[config.mk]
export PLATFORM = sky130hd
export DESIGN_NAME = trigger_arbiter
export DESIGN_NICKNAME = d
export VERILOG_FILES = /design/src/rtl/trigger_arbiter.sv
export SDC_FILE = /design/constraint.sdc
export NUM_CORES = 1
export LEC_CHECK = 0
export CORE_ASPECT_RATIO = 2
export CORE_MARGIN = 1.5
export CORE_UTILIZATION = 51
export DETAILED_ROUTE_END_ITERATION = 8
export PLACE_DENSITY = 0.85
export SETUP_SLACK_MARGIN = 0.1
export SLEW_MARGIN = 20
export SYNTH_ARGS = -nofsm -noshare
export SYNTH_HDL_FRONTEND = slang
export SYNTH_SLANG_ARGS = --single-unit
[constraint.sdc]
create_clock -name clk -period 4.95 [get_ports clk]
set_input_delay 0.99 -clock clk [delete_from_list [all_inputs] [get_ports clk]]
set_output_delay 0.99 -clock clk [all_outputs]
set_load 0.03 [all_outputs]
[src/rtl/trigger_arbiter.sv]
// rtl/trigger_arbiter.sv - round-robin merge of M trigger requests into one sync-slotted trigger stream
// Grants at most one source per sync slot, spaced by a programmable holdoff, and tags each grant with {lost, id}.
module trigger_arbiter #(
  parameter int M   = 4,
  parameter int IDW = 2
) (
  input  logic           clk,
  input  logic           reset,
  input  logic           sync,
  input  logic           enable,
  input  logic [7:0]     gap,
  input  logic [M-1:0]   req,
  input  logic           clr_lost,
  output logic           trg_out,
  output logic [IDW:0]   data_out,
  output logic [M-1:0]   pending,
  output logic [7:0]     lost_cnt
);

  logic [M-1:0]   pend_q, pend_d;
  logic [M-1:0]   lost_q, lost_d;
  logic [7:0]     lost_cnt_q, lost_cnt_d;
  logic [7:0]     hold_q, hold_d;
  logic [IDW-1:0] ptr_q, ptr_d;
  logic           trg_q, trg_d;
  logic [IDW:0]   data_q, data_d;

  logic [M-1:0]   pend_vis;
  logic [M-1:0]   grant_mask;
  logic [M-1:0]   drop;
  logic           win_found;
  logic [IDW-1:0] win_id;
  logic [IDW-1:0] idx_w;
  logic           grant;
  logic [3:0]     drop_n;
  logic [8:0]     cnt_sum;

  // A request arriving on the decision edge itself is eligible for that edge.
  always_comb begin
    pend_vis  = pend_q | req;
    win_found = 1'b0;
    win_id    = '0;
    idx_w     = '0;
    for (int k = 0; k < M; k++) begin
      idx_w = IDW'((int'(ptr_q) + k) % M);
      if (!win_found && pend_vis[idx_w]) begin
        win_found = 1'b1;
        win_id    = idx_w;
      end
    end
    grant = sync && enable && (hold_q == 8'd0) && win_found;
  end

  always_comb begin
    grant_mask = '0;
    drop_n     = '0;
    for (int i = 0; i < M; i++) begin
      grant_mask[i] = grant && (win_id == IDW'(i));
    end
    drop = pend_q & req & ~grant_mask;
    for (int i = 0; i < M; i++) begin
      drop_n = drop_n + {3'b000, drop[i]};
    end
    cnt_sum = {1'b0, lost_cnt_q} + {5'b00000, drop_n};
  end

  always_comb begin
    pend_d     = '0;
    lost_d     = '0;
    lost_cnt_d = lost_cnt_q;
    trg_d      = trg_q;
    data_d     = data_q;
    ptr_d      = ptr_q;
    hold_d     = hold_q;

    if (enable) begin
      // A fresh request coinciding with its own grant survives as a new pending request.
      pend_d = (pend_vis & ~grant_mask) | (grant_mask & pend_q & req);
      lost_d = (lost_q | drop) & ~grant_mask;
      lost_cnt_d = cnt_sum[8] ? 8'hFF : cnt_sum[7:0];
    end
    if (clr_lost) begin
      lost_cnt_d = 8'd0;
    end

    if (sync) begin
      if (grant) begin
        trg_d  = 1'b1;
        data_d = {lost_q[win_id], win_id};
        ptr_d  = IDW'((int'(win_id) + 1) % M);
        hold_d = gap;
      end else begin
        trg_d  = 1'b0;
        data_d = '0;
        if (hold_q != 8'd0) begin
          hold_d = hold_q - 8'd1;
        end
      end
    end
  end

  always_ff @(posedge clk) begin
    if (reset) begin
      pend_q     <= '0;
      lost_q     <= '0;
      lost_cnt_q <= '0;
      hold_q     <= '0;
      ptr_q      <= '0;
      trg_q      <= 1'b0;
      data_q     <= '0;
    end else begin
      pend_q     <= pend_d;
      lost_q     <= lost_d;
      lost_cnt_q <= lost_cnt_d;
      hold_q     <= hold_d;
      ptr_q      <= ptr_d;
      trg_q      <= trg_d;
      data_q     <= data_d;
    end
  end

  assign trg_out  = trg_q;
  assign data_out = data_q;
  assign pending  = pend_q;
  assign lost_cnt = lost_cnt_q;

endmodule
# After elaboration in Yosys (flattened, before gate mapping)
# Cells that the tools add are included.
# totals
elab_cells	79
output_inout_bits	16
reg_bits	30
in_bits	17
# classes
reduce_logical	21
n_lt_le_gt_ge	5
eq_ne	3
bitwise	11
n_mux	23
add_sub_neg	9
# op_table
operator	n
$and 4x4->4	6
$mux 8	3
$lt 2x3->1 const B	5
$or 4x4->4	3
$bmux 1 s2	5
$logic_and 1x1->1	10
$mux 1	10
$add 8x4->9	1
$logic_not 8->1	1
$mux 2	4
$reduce_bool 8->1	1
$sub 8x1->8 const B	1
$add 2x1->2 const B	2
$add 2x2->2 const B	2
$add 3x1->4	1
$eq 2x2->1 const B	2
$not 4->4	1
$reduce_and 2->1	2
$reduce_or 2->1	2
$add 2x1->3	1
$logic_not 1->1	3
$mux 3	1
$add 1x1->2	1
$eq 2x1->1 const B	1
3 further kinds	3

# Depth between registers and ports, before layout
# Gate-level depths: netlist of the first run.
# depth
ltp_word	22
depth_mapped	16
mapped_depth_nobuf	15

# Least setup slack after synthesis of the first run
# No wires, ideal clock.
# synth_path
path_kind	in2reg
startpoint	input req[1]
endpoint	register lost_cnt_q[5] (netlist: lost_cnt[5])
cell_stages	16
arrival_ns	4.099
setup_time_ns	0.071
path_buffers	1
required_ns	4.879
slack_ns	0.780
path_cell_list	clkbuf_1 nor4_1 a2111oi_0 a31o_2 inv_1 ha_1 nand2_1 nand3_1 fa_1 fa_1 inv_1 fa_1 nand3_1 nor2_1 nand3_1 a21oi_1
# synth_between
elab_chain_len	22
elab_cells_between_ends	40
cone_classes	4 x add/sub; 3 x eq/ne; 17 x mux; 4 x bitwise; 12 x reduce/logical
# synth_lines
element	line	rtl
start, declared	12	input logic [M-1:0] req,
$or 4x4->4	40	pend_vis = pend_q | req;
$bmux 1 s2	46	if (!win_found && pend_vis[idx_w]) begin
$mux 1 (implied by the code)	46	
$mux 1	46	
$logic_not 1->1	46	
$logic_and 1x1->1	46	
$mux 1	46	
$logic_not 1->1	46	
[6 not listed]	n/a	
$logic_and 1x1->1	58	grant_mask[i] = grant && (win_id == IDW'(i));
$not 4->4	60	drop = pend_q & req & ~grant_mask;
$and 4x4->4 *	60	
$add 1x1->2	62	drop_n = drop_n + {3'b000, drop[i]};
$add 2x1->3	62	
$add 3x1->4 *	62	
$add 8x4->9 *	64	cnt_sum = {1'b0, lost_cnt_q} + {5'b00000, drop_n};
$mux 8 *	80	lost_cnt_d = cnt_sum[8] ? 8'hFF : cnt_sum[7:0];
end signal, assigned	114	lost_cnt_q <= lost_cnt_d;
end, declared	22	logic [7:0] lost_cnt_q, lost_cnt_d;
# Every way passes the cells marked *; elsewhere a longest branch is shown, timed or not. The select of a mux whose other input is x is not followed.
# A chain may end at the register's enable or synchronous reset.

# Worst setup path in the final report of the first run
# layout_path
startpoint	input req[3]
endpoint	register lost_cnt_q[5] (netlist: lost_cnt[5])
# Same word-level chain as after synthesis.

==> results.cfg, run 1 <==
[synth]
synth_top_area_share = 0.358
ys_seq_area_frac = 0.358
synth_area_leaders = dfxtp_1 36%, a21oi_1 6.6%, ha_1 5.2%
synth.mux.area_fraction = 0.0119
synth_cell_types = 43
synth_top_family_by_area = simple AND/OR/NAND/NOR gates
synth_fa_ha_area_frac = 0.101
synth_warnings = 0
syn_inst = 199
synth-xor-area-share = 0.0469
synth_area_sq_mm = 0.00168
synth_top_cell_by_area = dfxtp_1
syn-num-nets = 226
synth-simple-area-share = 0.255
synth-seq-cells = 30
synth_area_per_cell_sq_um = 8.44
synth_compound_area_frac = 0.189

[drt]
drtPass1Iterations = 4
route.detailed.drc = 0
wl_mm = 3.94
vias = 1554
initialDrtViolationCount = 45
ant_nets = 0
detail_route.wl_per_cell_microns = 14.8
viasPerCell = 5.82

[finish]
n_antenna_cell = 0
layout.cells.non_filler = 267
drive_above_1_share = 0.0932
finalNetCount = 262
fillers = 251
area_growth_syn_to_layout_pct = 27.0

[global_routing]
grt_max_degree = 18
grt_first_pass_wirelength_mm = 6.56
grt_pass1_vias = 1514
grt.total_usage = 0.238
antenna_found_initial = 0
grt_overflow_total = 0

[clock_tree]
ctsRootBufferMaster = clkbuf_8
htreeDepth = 2
clkTransAtPathRegs_ps = 60
clk_latency_ps = 280
cts_tree = done
cts_resized = 0
cts-buffers-inserted = 5
hold_buffers = 0
post-cts-setup-buffer-count = 0
cts_buffer_depth = 2
clock-sinks = 30

[critical_path]
worstPathArrival_ps = 4750
start_kind = primary input
reg2reg_depth = 15
setup.worst_path.end_class = flip-flop
r2r_end = lost_cnt[5]
worst-r2r-setup-slack_ps = 1100
r2r_start = pending[2]
crit_path_max_fanout = 6
required_ps = 5150
critical_path_class = in -> reg

[worst_hold_path]
min_from = data_out[2]
hold_depth = 2
worst_hold_path.endpoint = data_out[2]
hold_path_class = reg -> reg

[sta]
period_share = 0.919
timing.final.ws_setup_ps = 400
slew_headroom = 0.578
finalClockSkew_ps = 7.34
tightest_slew_ps = 631
fmax_mhz = 220
fin_tns_setup_ps = 0
final.min_clock_period_ps = 4550
finalHoldViolCount = 0
finalSetupViolCount = 0
finalMaxSlewViolations = 0
rsz0062_at_grt = no

[placement]
dp_cells = 259
port_buffers = 32
dp_hpwl_mm = 3.07
dpl_worst_slack_ps = 41.3
gp_congestion = 0.886

[power]
peakVddDrop_v = 0.000410
clkPwrFrac = 0.235
swShare = 0.363
combinationalPowerShare = 0.380
intPower_w = 0.000537
p_sw_w = 0.000306
leakage_nw = 0.855
p_total_w = 0.000843
p_per_area_mw_per_mm2 = 395
pwr-share-seq = 0.385

[floorplanning]
rows = 29
fp.dieH_microns = 84.1
dieWidth_microns = 43.6
dieArea_sq_mm = 0.00367
initial_core_util = 0.532
io_pins = 33
core_sq_mm = 0.00316

[run]
cap_violations = 0

[status]
status = finished, final reports clean
-- area by class of cell --
class | instances | area [sq um] | area share
flip-flops and latches | 30 | 601 | 0.282
clock buffers | 7 | 86.3 | 0.0405
repair buffers | 35 | 345 | 0.162
clock inverters | 1 | 5.00 | 0.00235
inverters | 9 | 33.8 | 0.0158
well taps | 31 | 38.8 | 0.0182
multi-input cells | 154 | 1020 | 0.480
-- power by group through the flow --
stage	Combinational (W)	Sequential (W)	Clock [W]
after global routing	0.000359	0.000329	0.000213
after CTS	0.000321	0.000324	0.000201
after detailed placement	0.000319	0.000329	0
after global placement	0.000313	0.000326	0
after floorplan	0.000243	0.000328	0
final	0.000320	0.000324	0.000198
-- worst max-delay path by stage --
stage / end / start
floorplan: lost_cnt[5] / req[1]
global placement: lost_cnt[5] / req[1]
detailed placement: lost_cnt[5] / req[1]
CTS: lost_cnt[5] / req[1]
global route: lost_cnt[5] / req[2]
finish: lost_cnt[5] / req[3]
-- critical path, cell delays in order --
cell and delay (ps):
clkdlybuf4s50_1 470, or2_2 340, or3_1 310, a31o_2 280
inv_1 110, ha_1 170, nand2_1 50, nand3_1 140
fa_1 460, fa_1 440, inv_1 80, fa_1 200
nand3_1 180, nor2_2 180, nand3_2 150, a21oi_1 200
-- metrics by stage --
step	hold slack [ps]	instance area (sq um)	utilization
after global placement	452	2030	0.643
after floorplan	465	1680	-
after detailed placement	457	2030	0.643
after CTS	475	2120	0.672
final	471	2130	0.676
after global routing	487	2130	0.676
-- logic make-up (layout without fill, tap and decap cells) --
kind of cell | count (synthesis) | count (layout)
AO/OA/AOI/OAI | 50 | 50
XOR/XNOR | 9 | 9
adder cells (fa/ha/maj) | 12 | 12
buffers and inverters | 15 | 52
flip-flops | 30 | 30
multiplexers | 2 | 2
AND/OR/NAND/NOR | 81 | 81
-- Yosys cell counts (all sizes together) --
library cell and n:
xor2 6, fa 3, o31a 1, o211ai 2, a21o 3, buf 1, xnor2 3, o21ai 6
inv 9, and3b 2, a21boi 4, and3 3, a31oi 2, o211a 1, nor2 15, nand4b 1
or3 2, mux2i 2, clkbuf 5, o22a 1, o31ai 2, or2 3, a311o 1, o21ba 2
nor4 3, and4b 1, and2 4, a2111oi 1, nand2b 2, nand2 22, ha 7, nor2b 4
a21oi 22, maj3 2, nor4b 1, or4 1, nand3 15, a31o 1, nor3 1, nand4 1
dfxtp 30, a211oi 1
-- flip-flops by register name, summed over array words and instances, names as in the netlist --
register and flops:
lost_cnt 8, hold_q 8, data_out 3, pending 4, ptr_q 2, trg_out 1
lost_q 4
-- layer usage --
metal	up-vias	GRT usage	routed length (microns)
li1	771	-	-
met1	741	0.240	1430
met2	29	0.425	2290
met3	13	0.0602	95
met4	0	0.121	130
met5	-	0	0
-- cell usage in the layout (no fill, tap or decap), drive strengths merged, types with 7 or more instances in the layout --
cell type and count:
inv 9, nand2 22, clkbuf 7, nor2 15, clkdlybuf4s50 31, dfxtp 30, a21oi 22, nand3 15
ha 7
Note: power is estimated with default switching activity, not from simulation.
==> inputs of run 2 (changes only) <==
--- a/config.mk
+++ b/config.mk
@@ -7,11 +7,10 @@
 export LEC_CHECK = 0
 export CORE_ASPECT_RATIO = 2
 export CORE_MARGIN = 1.5
-export CORE_UTILIZATION = 51
+export CORE_UTILIZATION = 25
 export DETAILED_ROUTE_END_ITERATION = 8
-export PLACE_DENSITY = 0.85
+export PLACE_DENSITY = 0.52
 export SETUP_SLACK_MARGIN = 0.1
-export SLEW_MARGIN = 20
 export SYNTH_ARGS = -nofsm -noshare
 export SYNTH_HDL_FRONTEND = slang
 export SYNTH_SLANG_ARGS = --single-unit
==> constraint.sdc (replaced) <==
create_clock -name clk -period 4.07 [get_ports clk]
set_input_delay 0.814 -clock clk [delete_from_list [all_inputs] [get_ports clk]]
set_output_delay 0.814 -clock clk [all_outputs]
set_load 0.03 [all_outputs]
==> run 2 against run 1 <==
Count of clock-buffer cells in the layout down 1. Global-route usage is 9.7 points lower. Hold slack got worse by 7.8 ps. Final cell count grew 30%. Setup slack worse by 130 ps. First-iteration DRC count increased by 76%.
==> results.cfg, run 2 (synthesis gave the netlist of run 1 again) <==
[drt]
route.detailed.drc = 0
detail_route.wl_per_cell_microns = 13.4
initialDrtViolationCount = 79
vias = 1588
viasPerCell = 4.59
wl_mm = 4.64
drtPass1Iterations = 5
ant_nets = 0

[global_routing]
grt_max_degree = 18
grt_overflow_total = 0
grt_pass1_vias = 1596
grt_first_pass_wirelength_mm = 7.59
grt.total_usage = 0.141
antenna_found_initial = 0

[power]
leakage_nw = 1.01
peakVddDrop_v = 0.000291
p_per_area_mw_per_mm2 = 476

[critical_path]
critical_path_class = in -> reg
start_kind = primary input
r2r_end = lost_cnt[4]
r2r_start = pending[1]
crit_path_max_fanout = 3
worst-r2r-setup-slack_ps = 610
setup.worst_path.end_class = flip-flop
reg2reg_depth = 16
required_ps = 4280
worstPathArrival_ps = 4010

[sta]
whs_ps = 463
finalClockSkew_ps = 3.74
fmax_mhz = 263
finalMaxSlewViolations = 0
final.min_clock_period_ps = 3800
slew_headroom = 0.557
period_share = 0.933
finalHoldViolCount = 0
rsz0062_at_grt = no
tightest_slew_ps = 663
finalSetupViolCount = 0

[run]
cap_violations = 0

[floorplanning]
io_pins = 33
dieWidth_microns = 61.0
initial_core_util = 0.256
fp.dieH_microns = 119
rows = 42
dieArea_sq_mm = 0.00725
core_sq_mm = 0.00657

[placement]
gp_congestion = 0.876
dp_cells = 337
dp_hpwl_mm = 3.72
port_buffers = 32

[worst_hold_path]
worst_hold_path.endpoint = data_out[2]
hold_depth = 2
hold_path_class = reg -> reg
min_from = data_out[2]

[clock_tree]
cts-buffers-inserted = 5
htreeDepth = 2
hold_buffers = 0
clock-sinks = 30
clkTransAtPathRegs_ps = 50
ctsRootBufferMaster = clkbuf_16
clk_latency_ps = 270
cts_tree = done
cts_buffer_depth = 2

[finish]
utilization = 0.380
area_growth_syn_to_layout_pct = 48.7
final_cell_mix = 30 x dfxtp_1, 28 x clkdlybuf4s50_1, 26 x buf_4
fillers = 705
finalNetCount = 286
drive_above_1_share = 0.209
final_common_cell = dfxtp_1
n_antenna_cell = 0
layout.cells.non_filler = 346

[status]
status = finished, final reports clean
[run 2: worst max path at each step]
stage | end | slack [ps] | from
floorplan | lost_cnt[5] | 120 | req[2]
global placement | lost_cnt[5] | -450 | req[2]
detailed placement | lost_cnt[5] | -470 | req[2]
CTS | lost_cnt[4] | 110 | req[1]
global route | lost_cnt[4] | 100 | req[2]
finish | lost_cnt[4] | 270 | req[3]
[run 2: routing by layer]
layer | vias up | GRT usage | wire (microns)
met5 | - | 0 | 0
met4 | 0 | 0.0489 | 82
met3 | 6 | 0.0228 | 65
met2 | 19 | 0.280 | 2940
met1 | 741 | 0.132 | 1550
li1 | 822 | - | -
[run 2: repair_timing]
action                                  in CTS  in global routing
endpoints found under the setup margin       8                  8
setup buffers                                0                  3
gates resized for setup                     13                  9
pin swaps                                    5                  7
[run 2: critical path, stage by stage]
cell and delay [ps]:
dlygate4sd2_1 260, or2_4 270, or3_1 300, a31o_2 250
inv_2 70, ha_2 170, nand2_1 60, nand3_2 90
fa_1 470, fa_2 410, inv_1 80, fa_2 230
buf_4 120, nand4_1 110, xor2_1 180, a21oi_1 120
[run 2: power breakdown]
part	switching, W	internal, W
clock	0.000122	0.000236
sequential	0.0000503	0.000345
combinational	0.000229	0.000207
total	0.000401	0.000788
[run 2: cell type report]
cell class / count / area [sq um] / share of cell area
Inverter: 9 / 33.8 / 0.0135
Clock buffer: 6 / 139 / 0.0556
Multi-Input combinational cell: 154 / 1080 / 0.434
Timing Repair Buffer: 59 / 529 / 0.212
Sequential cell: 30 / 601 / 0.240
Tap cell: 88 / 110 / 0.0441
[run 2: through the flow]
| stage | total power [W] | setup WS [ps] | area, sq um | TNS [ps] |
|---|---|---|---|---|
| floorplan | 0.000695 | 119 | 1690 | 0 |
| global placement | 0.000826 | -449 | 2270 | -3230 |
| detailed placement | 0.000829 | -473 | 2270 | -3460 |
| CTS | 0.00120 | 114 | 2450 | 0 |
| global route | 0.00127 | 100 | 2500 | 0 |
| finish | 0.00119 | 272 | 2500 | 0 |
==> inputs of run 3 (changes only) <==
--- a/config.mk
+++ b/config.mk
@@ -7,9 +7,9 @@
 export LEC_CHECK = 0
 export CORE_ASPECT_RATIO = 2
 export CORE_MARGIN = 1.5
-export CORE_UTILIZATION = 25
+export CORE_UTILIZATION = 46
 export DETAILED_ROUTE_END_ITERATION = 8
-export PLACE_DENSITY = 0.52
+export PLACE_DENSITY = 0.81
 export SETUP_SLACK_MARGIN = 0.1
 export SYNTH_ARGS = -nofsm -noshare
 export SYNTH_HDL_FRONTEND = slang
==> run 3 against run 2 <==
Critical path depth unchanged. Clock skew increased by 4.5 ps. Clock power is 30% lower. Final cell count is 13% lower. Routed wire length is 9.1% lower. Register-to-register slack got worse by 20 ps. Total power shrank 8.7%. Hold slack better by 4.0 ps. Sequential share of layout area grew 1.1 points. Global-route usage increased by 8.6 points. Non-clock buffer count shrank 8. First-iteration DRC count shrank 58%.
==> results.cfg, run 3 (synthesis gave the netlist of run 1 again) <==
[clock_tree]
cts_buffer_depth = 2
hold_buffers = 0
clk_latency_ps = 290
clkTransAtPathRegs_ps = 60
cts_tree = done
htreeDepth = 2
ctsRootBufferMaster = clkbuf_8
clock-sinks = 30
cts-buffers-inserted = 5

[worst_hold_path]
worst_hold_path.endpoint = data_out[2]
min_from = data_out[2]
hold_depth = 2
hold_path_class = reg -> reg

[drt]
viasPerCell = 5.51
detail_route.wl_per_cell_microns = 14.1
drtPass1Iterations = 4
route.detailed.drc = 0
wl_mm = 4.22
vias = 1652
ant_nets = 0
initialDrtViolationCount = 33

[sta]
rsz0062_at_grt = no
finalMaxSlewViolations = 0
whs_ps = 467
slew_headroom = 0.602
fmax_mhz = 262
period_share = 0.939
finalSetupViolCount = 0
final.min_clock_period_ps = 3820
finalHoldViolCount = 0
tightest_slew_ps = 595
fin_tns_setup_ps = 0
finalClockSkew_ps = 8.27

[critical_path]
start_kind = primary input
worst-r2r-setup-slack_ps = 590
worst_path_max_delay_cell = fa_1
critical_path_class = in -> reg
worstPathArrival_ps = 4050
reg2reg_depth = 16
worstPathCellList = dlygate4sd2_1 > or2_4 > or3_1 > a31o_2 > inv_2 > ha_2 > nand2_1 > nand3_1 > fa_1 > fa_2 > inv_2 > fa_2 > nand3_4 > nor2_4 > nand3_4 > a21oi_2
r2r_end = lost_cnt[4]
cp_top_family = adder cells
critical-path-max-stage-delay_ps = 460
crit_path_max_fanout = 6
r2r_start = pending[1]
path_buf_inv = 3
required_ps = 4290
setup.worst_path.end_class = flip-flop

[placement]
dp_hpwl_mm = 3.12
gp_congestion = 0.917
dp_cells = 291
port_buffers = 32

[global_routing]
grt_max_degree = 18
antenna_found_initial = 0
grt_overflow_total = 0
grt.total_usage = 0.227
grt_pass1_vias = 1583
grt_first_pass_wirelength_mm = 6.65

[power]
peakVddDrop_v = 0.000425
p_per_area_mw_per_mm2 = 454
leakage_nw = 0.962

[floorplanning]
initial_core_util = 0.486
rows = 30
dieWidth_microns = 45.7
dieArea_sq_mm = 0.00404
io_pins = 33
fp.dieH_microns = 88.4
core_sq_mm = 0.00345

[finish]
fillers = 296
n_antenna_cell = 0
area_growth_syn_to_layout_pct = 42.4
finalNetCount = 278
final_common_cell = dfxtp_1
layout.cells.non_filler = 300
drive_above_1_share = 0.218
final_cell_mix = 30 x dfxtp_1, 28 x clkdlybuf4s50_1, 22 x nand2_1

[status]
status = finished, final reports clean

[run]
cap_violations = 0
-- run 3: cell count changes in the layout (fill, tap and decap cells not counted), sizes merged --
cell / delta
buf: -8
clkbuf: +1
clkinv: +1
dlygate4sd2: -1
dlymetal6s2s: +1
-- run 3: stage by stage --
step	util	setup slack [ps]	power (W)	instance area, sq um
after global placement	0.629	-323	0.000805	2170
after global routing	0.692	109	0.00116	2390
after floorplan	-	119	0.000695	1690
after detailed placement	0.629	-444	0.000815	2170
after CTS	0.671	114	0.00108	2320
final	0.692	248	0.00108	2390
-- run 3: repair_timing --
item / CTS / global route
endpoints found under the hold margin: 0 / 0
resized for setup: 14 / 17
setup buffers: 0 / 1
pin swaps: 5 / 7
endpoints found under the setup margin: 8 / 7
-- run 3: power breakdown --
| group | switching [W] | internal (W) | total (W) |
|---|---|---|---|
| Sequential | 0.0000517 | 0.000345 | 0.000396 |
| Combinational | 0.000234 | 0.000204 | 0.000439 |
| Clock | 0.000114 | 0.000136 | 0.000250 |
-- run 3: worst max path at each step --
stage,startpoint,end,depth (start not counted)
2_1_floorplan,req[2],lost_cnt[5],15
3_3_place_gp,req[2],lost_cnt[5],16
3_5_place_dp,req[2],lost_cnt[5],16
4_1_cts,req[2],lost_cnt[0],16
5_1_grt,req[3],lost_cnt[5],16
6_report,req[3],lost_cnt[0],16
-- run 3: layout make-up --
| class | count | area, sq um | area share |
|---|---|---|---|
| Tap cell | 48 | 60.1 | 0.0251 |
| Sequential cell | 30 | 601 | 0.251 |
| Clock inverter | 1 | 5.00 | 0.00209 |
| Timing Repair Buffer | 51 | 473 | 0.198 |
| Clock buffer | 7 | 86.3 | 0.0361 |
| Inverter | 9 | 33.8 | 0.0141 |
| Multi-Input combinational cell | 154 | 1130 | 0.474 |
-- run 3: worst min-delay path, delay by kind of cell (launching register included) --
kind | cells | cell delay (ps)
and+or+nand+nor | 2 | 100
DFF | 1 | 330
-- run 3: metal layers --
| metal | track usage | vias up | wire length, microns |
|---|---|---|---|
| met5 | 0 | - | 0 |
| met4 | 0.138 | 0 | 160 |
| met3 | 0.0592 | 13 | 104 |
| met2 | 0.421 | 31 | 2450 |
| met1 | 0.204 | 807 | 1500 |
| li1 | - | 801 | - |
